===== src/rtl/crc5_tx_framer.sv =====
// Serial transmit framer: forwards payload bits, then appends their CRC-5
// (x^5+x^3+1, preset PRESET, MSB first) behind a one-bit output register.
module crc5_tx_framer #(
  parameter logic [4:0] PRESET = 5'b01001,
  parameter int         LEN_W  = 8
) (
  input  logic             clk,
  input  logic             reset,
  input  logic             start,
  input  logic             in_bit,
  input  logic             in_valid,
  input  logic             in_last,
  output logic             in_ready,
  output logic             out_bit,
  output logic             out_valid,
  output logic             out_last,
  input  logic             out_ready,
  output logic             busy,
  output logic             done,
  output logic [4:0]       crc_out,
  output logic [LEN_W-1:0] payload_len
);

  // Handshake: a transfer happens on a cycle where valid & ready are both high
  // at posedge clk; valid never depends on ready, and in_ready never depends
  // on in_valid.
  typedef enum logic [1:0] {IDLE, DATA, CRC, DONE} state_t;

  state_t     state;
  state_t     state_next;
  logic [4:0] crc;
  logic [2:0] k;
  logic       slot_free;
  logic       in_xfer;
  logic       out_xfer;
  logic       fb;
  logic [4:0] crc_upd;

  assign slot_free = !out_valid || out_ready;
  assign in_ready  = (state == DATA) && slot_free;
  assign in_xfer   = in_valid && in_ready;
  assign out_xfer  = out_valid && out_ready;
  assign busy      = (state != IDLE);
  assign fb        = in_bit ^ crc[4];
  assign crc_upd   = {crc[3], crc[2] ^ fb, crc[1], crc[0], fb};

  always_comb begin
    state_next = state;
    case (state)
      IDLE: if (start) state_next = DATA;
      DATA: if (in_xfer && in_last) state_next = CRC;
      CRC:  if (slot_free && k == 3'd4) state_next = DONE;
      DONE: if (out_xfer) state_next = IDLE;
      default: state_next = IDLE;
    endcase
  end

  always_ff @(posedge clk) begin
    if (!reset) begin
      state       <= IDLE;
      crc         <= PRESET;
      k           <= 3'd0;
      out_bit     <= 1'b0;
      out_valid   <= 1'b0;
      out_last    <= 1'b0;
      done        <= 1'b0;
      crc_out     <= 5'd0;
      payload_len <= '0;
    end else begin
      state <= state_next;
      done  <= 1'b0;
      // A consumed bit empties the slot unless a new bit is loaded below.
      if (out_xfer) begin
        out_valid <= 1'b0;
        out_last  <= 1'b0;
      end
      case (state)
        IDLE: begin
          crc <= PRESET;
          if (start) begin
            payload_len <= '0;
            crc_out     <= 5'd0;
          end
        end
        DATA: begin
          if (in_xfer) begin
            out_bit   <= in_bit;
            out_valid <= 1'b1;
            crc       <= crc_upd;
            if (payload_len != '1) payload_len <= payload_len + 1'b1;
            if (in_last) begin
              crc_out <= crc_upd;
              k       <= 3'd0;
            end
          end
        end
        CRC: begin
          if (slot_free) begin
            out_bit   <= crc[4];
            out_valid <= 1'b1;
            out_last  <= (k == 3'd4);
            crc       <= {crc[3:0], 1'b0};
            k         <= k + 3'd1;
          end
        end
        DONE: begin
          if (out_xfer) done <= 1'b1;
        end
        default: ;
      endcase
    end
  end

endmodule


===== config.mk =====
export PLATFORM = sky130hd
export DESIGN_NAME = crc5_tx_framer
export DESIGN_NICKNAME = d
export VERILOG_FILES = /design/src/rtl/crc5_tx_framer.sv
export SDC_FILE = /design/constraint.sdc
export NUM_CORES = 1
export LEC_CHECK = 0
export BUFFER_PORTS_ARGS = -buffer_cell sky130_fd_sc_hd__buf_2
export CELL_PAD_IN_SITES_DETAIL_PLACEMENT = 0
export CELL_PAD_IN_SITES_GLOBAL_PLACEMENT = 2
export CORE_MARGIN = 4
export CORE_UTILIZATION = 31
export CTS_BUF_LIST = sky130_fd_sc_hd__clkbuf_2 sky130_fd_sc_hd__clkbuf_4 sky130_fd_sc_hd__clkbuf_8
export CTS_CLUSTER_DIAMETER = 200
export DETAILED_ROUTE_END_ITERATION = 8
export PLACE_DENSITY = 0.8
export SYNTH_ARGS = -nofsm -noshare
export SYNTH_HDL_FRONTEND = slang
export SYNTH_SLANG_ARGS = --single-unit

===== constraint.sdc =====
create_clock -name clk -period 1.9 [get_ports clk]
set_clock_uncertainty 0.15 [all_clocks]
set_input_delay 0.095 -clock clk [delete_from_list [all_inputs] [get_ports clk]]
set_output_delay 0.095 -clock clk [all_outputs]
set_load 0.01 [all_outputs]

==> reports/results.tsv <==
stage	metric	value	unit
sta	Slew Viols, Final	0	
final_layout	layout cells sized above 1	34.6	%
sta	endpoints failing setup	0	
critical_path	CP endpoint kind	flip-flop	
power	PwrDens	1210	nW/µm²
critical_path	r2r setup slk	0.07	ns
final_layout	fill cell count	519	
final_layout	multi-input logic area	985	µm²
final_layout	fin cells	295	
synth	top cells by area, synth	dfxtp_1 35%, ha_1 5.6%, a21oi_1 4.5%	
critical_path	R2R depth	6	
die	Core ar.	4790	µm²
place	gpl congestion	0.878	
clocking	clk_lat worst skew	0.28	ns
critical_path	CP arrival	1.91	ns
die	width of the die	78.8	µm
critical_path	Startpoint Class	flip-flop	
sta	Final Hold Viols	0	
detailed_routing	drt first-iter violations	62	
critical_path	Crit Path Max Fanout	4	
die	die area	6210	µm²
critical_path	Critical Path RT	1.98	ns
sta	TNS Setup	0	ns
synth	Yosys top cell area share	34.8	%
clocking	cts bufs inserted	3	
final_layout	Final #Nets	243	
synth	number of flops mapped to enable cells by yosys	0	
clocking	clock root buffer	clkbuf_8	
detailed_routing	drt pass-1 iters	4	
detailed_routing	vias per cell	5.18	
sta	Worst slew margin	69.2	%
critical_path	WS Path Type	reg2reg	
synth	Yosys warnings	0	
clocking	Sink Count	27	
detailed_routing	DR vias	1527	
synth	ys flop type	dfxtp_1	
die	num rows	25	
worst_hold_path	WHS Endpoint	out_bit$_SDFFE_PN0P_	
worst_hold_path	hold_sp	in_bit	
global_routing	Overflow after GRT	0	
power	Peak supply drop	0.479	mV
sta	worst slew pin tran	0.459	ns
synth	Post-synth ARST share	0	%
final_layout	final core utilization	42.0	%
detailed_routing	Routed Antenna Nets	0	
global_routing	gr usage total	14.1	%
global_routing	first-pass GRT wire length	7050	µm
place	cell total after placement	287	
worst_hold_path	Hold Crit Depth	3	
global_routing	largest net degree at the start of global routing	16	
clocking	TritonCTS clock tree	done	
power	Pleak	0.800	nW
synth	post-synth top area cell	dfxtp_1	
die	Die Ht	78.8	µm
sta	Final period util	96.6	%
sta	Hold WS	0.0818	ns
worst_hold_path	Worst Hold Class	in2reg	
synth	Synth Instances	182	
die	Starting Density	32.4	%
final_layout	Register Area	546	µm²
detailed_routing	wire per inst	14.2	µm
synth	post-synthesis sequential area ratio	34.8	%
final_layout	antenna cells	0	
power	Power Total	2.43	mW
place	dpl hpwl	3150	µm
synth	mean post-synth cell area	8.53	µm²
critical_path	Crit Reg-Reg Endpoint	payload_len[5]$_SDFFE_PN0P_	
clocking	Clk pin slew, worst setup/hold paths	0.10	ns
final_layout	area grow syn2layout	29.3	%
sta	minimum clock period	1.83	ns
critical_path	r2r startpoint	state[0]$_SDFFE_PN0P_	
synth	post-synthesis net count	196	
sta	f_max	545	MHz
clocking	CTS Buffer Depth	2	
die	I/O pin count	26	
flow_run	max_cap viols	0	
place	buffers added on ports	25	
clocking	number of H-tree levels	1	
synth	unique cell type count in the Yosys netlist	52	
detailed_routing	Detailed Route WL	4190	µm
synth	Mapped Area	1550	µm²
synth	synthesis-stage register bit count	27	
outcome	outcome	finished clean	
global_routing	initial antenna violation count	0	
detailed_routing	Post-route DRC	0	
global_routing	vias in the first global route	1522	
-- stage by stage --
step	cell area [µm²]	setup slack [ns]
2_1_floorplan	1550	0.0527
3_3_place_gp	1870	0.0433
3_5_place_dp	1870	0.0204
4_1_cts	1940	0.0188
5_1_grt	2010	-0.0275
6_report	2010	0.0655
-- cell type report --
class                           instances  share of cell area (%)
Clock buffer                            3                    2.06
Clock inverter                          1                   0.249
Inverter                               11                    2.06
Multi-Input combinational cell        138                    49.0
Sequential cell                        27                    27.2
Tap cell                               67                    4.17
Timing Repair Buffer                   48                    15.3
-- critical path: stages, from the launching register on --
cell and delay [ns]:
dfxtp_4 0.39, inv_1 0.07, ha_2 0.19, and2b_4 0.16
or3_4 0.38, nor4_4 0.24, o221a_2 0.21
-- where the power goes --
| part | internal (mW) | total, mW | switching, mW |
|---|---|---|---|
| Sequential | 0.661 | 0.734 | 0.0737 |
| Combinational | 0.636 | 1.35 | 0.716 |
| Clock | 0.147 | 0.339 | 0.192 |
| Total | 1.44 | 2.43 | 0.981 |
-- Yosys cell counts, types with 4 or more instances --
library cell	count
nand4_1	11
nor3_1	7
a21oi_1	14
dfxtp_1	27
ha_1	7
nor2_1	9
a22oi_1	4
nand2_1	18
nand3_1	4
o21ai_0	12
nand2b_1	4
inv_1	11
-- repair_timing --
action,CTS,global route
setup buffers,0,2
pin swaps,0,7
setup endpoints to repair,3,17
hold buffers,2,0
gates resized for setup,2,15
endpoints found under the hold margin,8,0
-- state kept, by name (all words and copies together) (netlist names) --
name / cells
crc: 5
crc_out: 5
done: 1
k: 3
out_bit: 1
out_last: 1
out_valid: 1
payload_len: 8
state: 2
-- layer usage --
metal	part of all wire, %	global-route usage (%)
met1	47	18.7
met2	46	22.6
met3	4.6	2.04
met4	2.2	6.64
met5	0	0
-- cell usage in the layout, fill, tap and decap left out, types with 4 or more instances in the layout --
cell and count:
nand3_1 4, nand2_1 17, buf_2 25, a22oi_1 4, o21ai_0 12, dfxtp_1 25, nor2_1 9, nand2b_1 4
ha_1 5, inv_1 10, nand4_1 11, nor3_1 7, a21oi_1 14, buf_4 20
-- cells by family after synthesis --
logic type / share of synthesized area [%]
buffers and inverters: 5.00
multiplexers: 1.37
adder cells (fa/ha/maj): 5.64
XOR/XNOR: 1.13
AND/OR/NAND/NOR: 29.1
flip-flops: 34.8
AO/OA/AOI/OAI: 23.0
-- worst max path at each step --
stage,from,endpoint,slack [ns]
floorplan,state[0]$_SDFFE_PN0P_,payload_len[5]$_SDFFE_PN0P_,0.05
global placement,state[0]$_SDFFE_PN0P_,payload_len[2]$_SDFFE_PN0P_,0.04
detailed placement,state[0]$_SDFFE_PN0P_,payload_len[5]$_SDFFE_PN0P_,0.02
CTS,state[1]$_SDFFE_PN0P_,state[0]$_SDFFE_PN0P_,0.02
global route,state[0]$_SDFFE_PN0P_,state[1]$_SDFFE_PN0P_,-0.03
finish,state[0]$_SDFFE_PN0P_,payload_len[5]$_SDFFE_PN0P_,0.07
No activity file was read; power rests on OpenSTA's default activity.
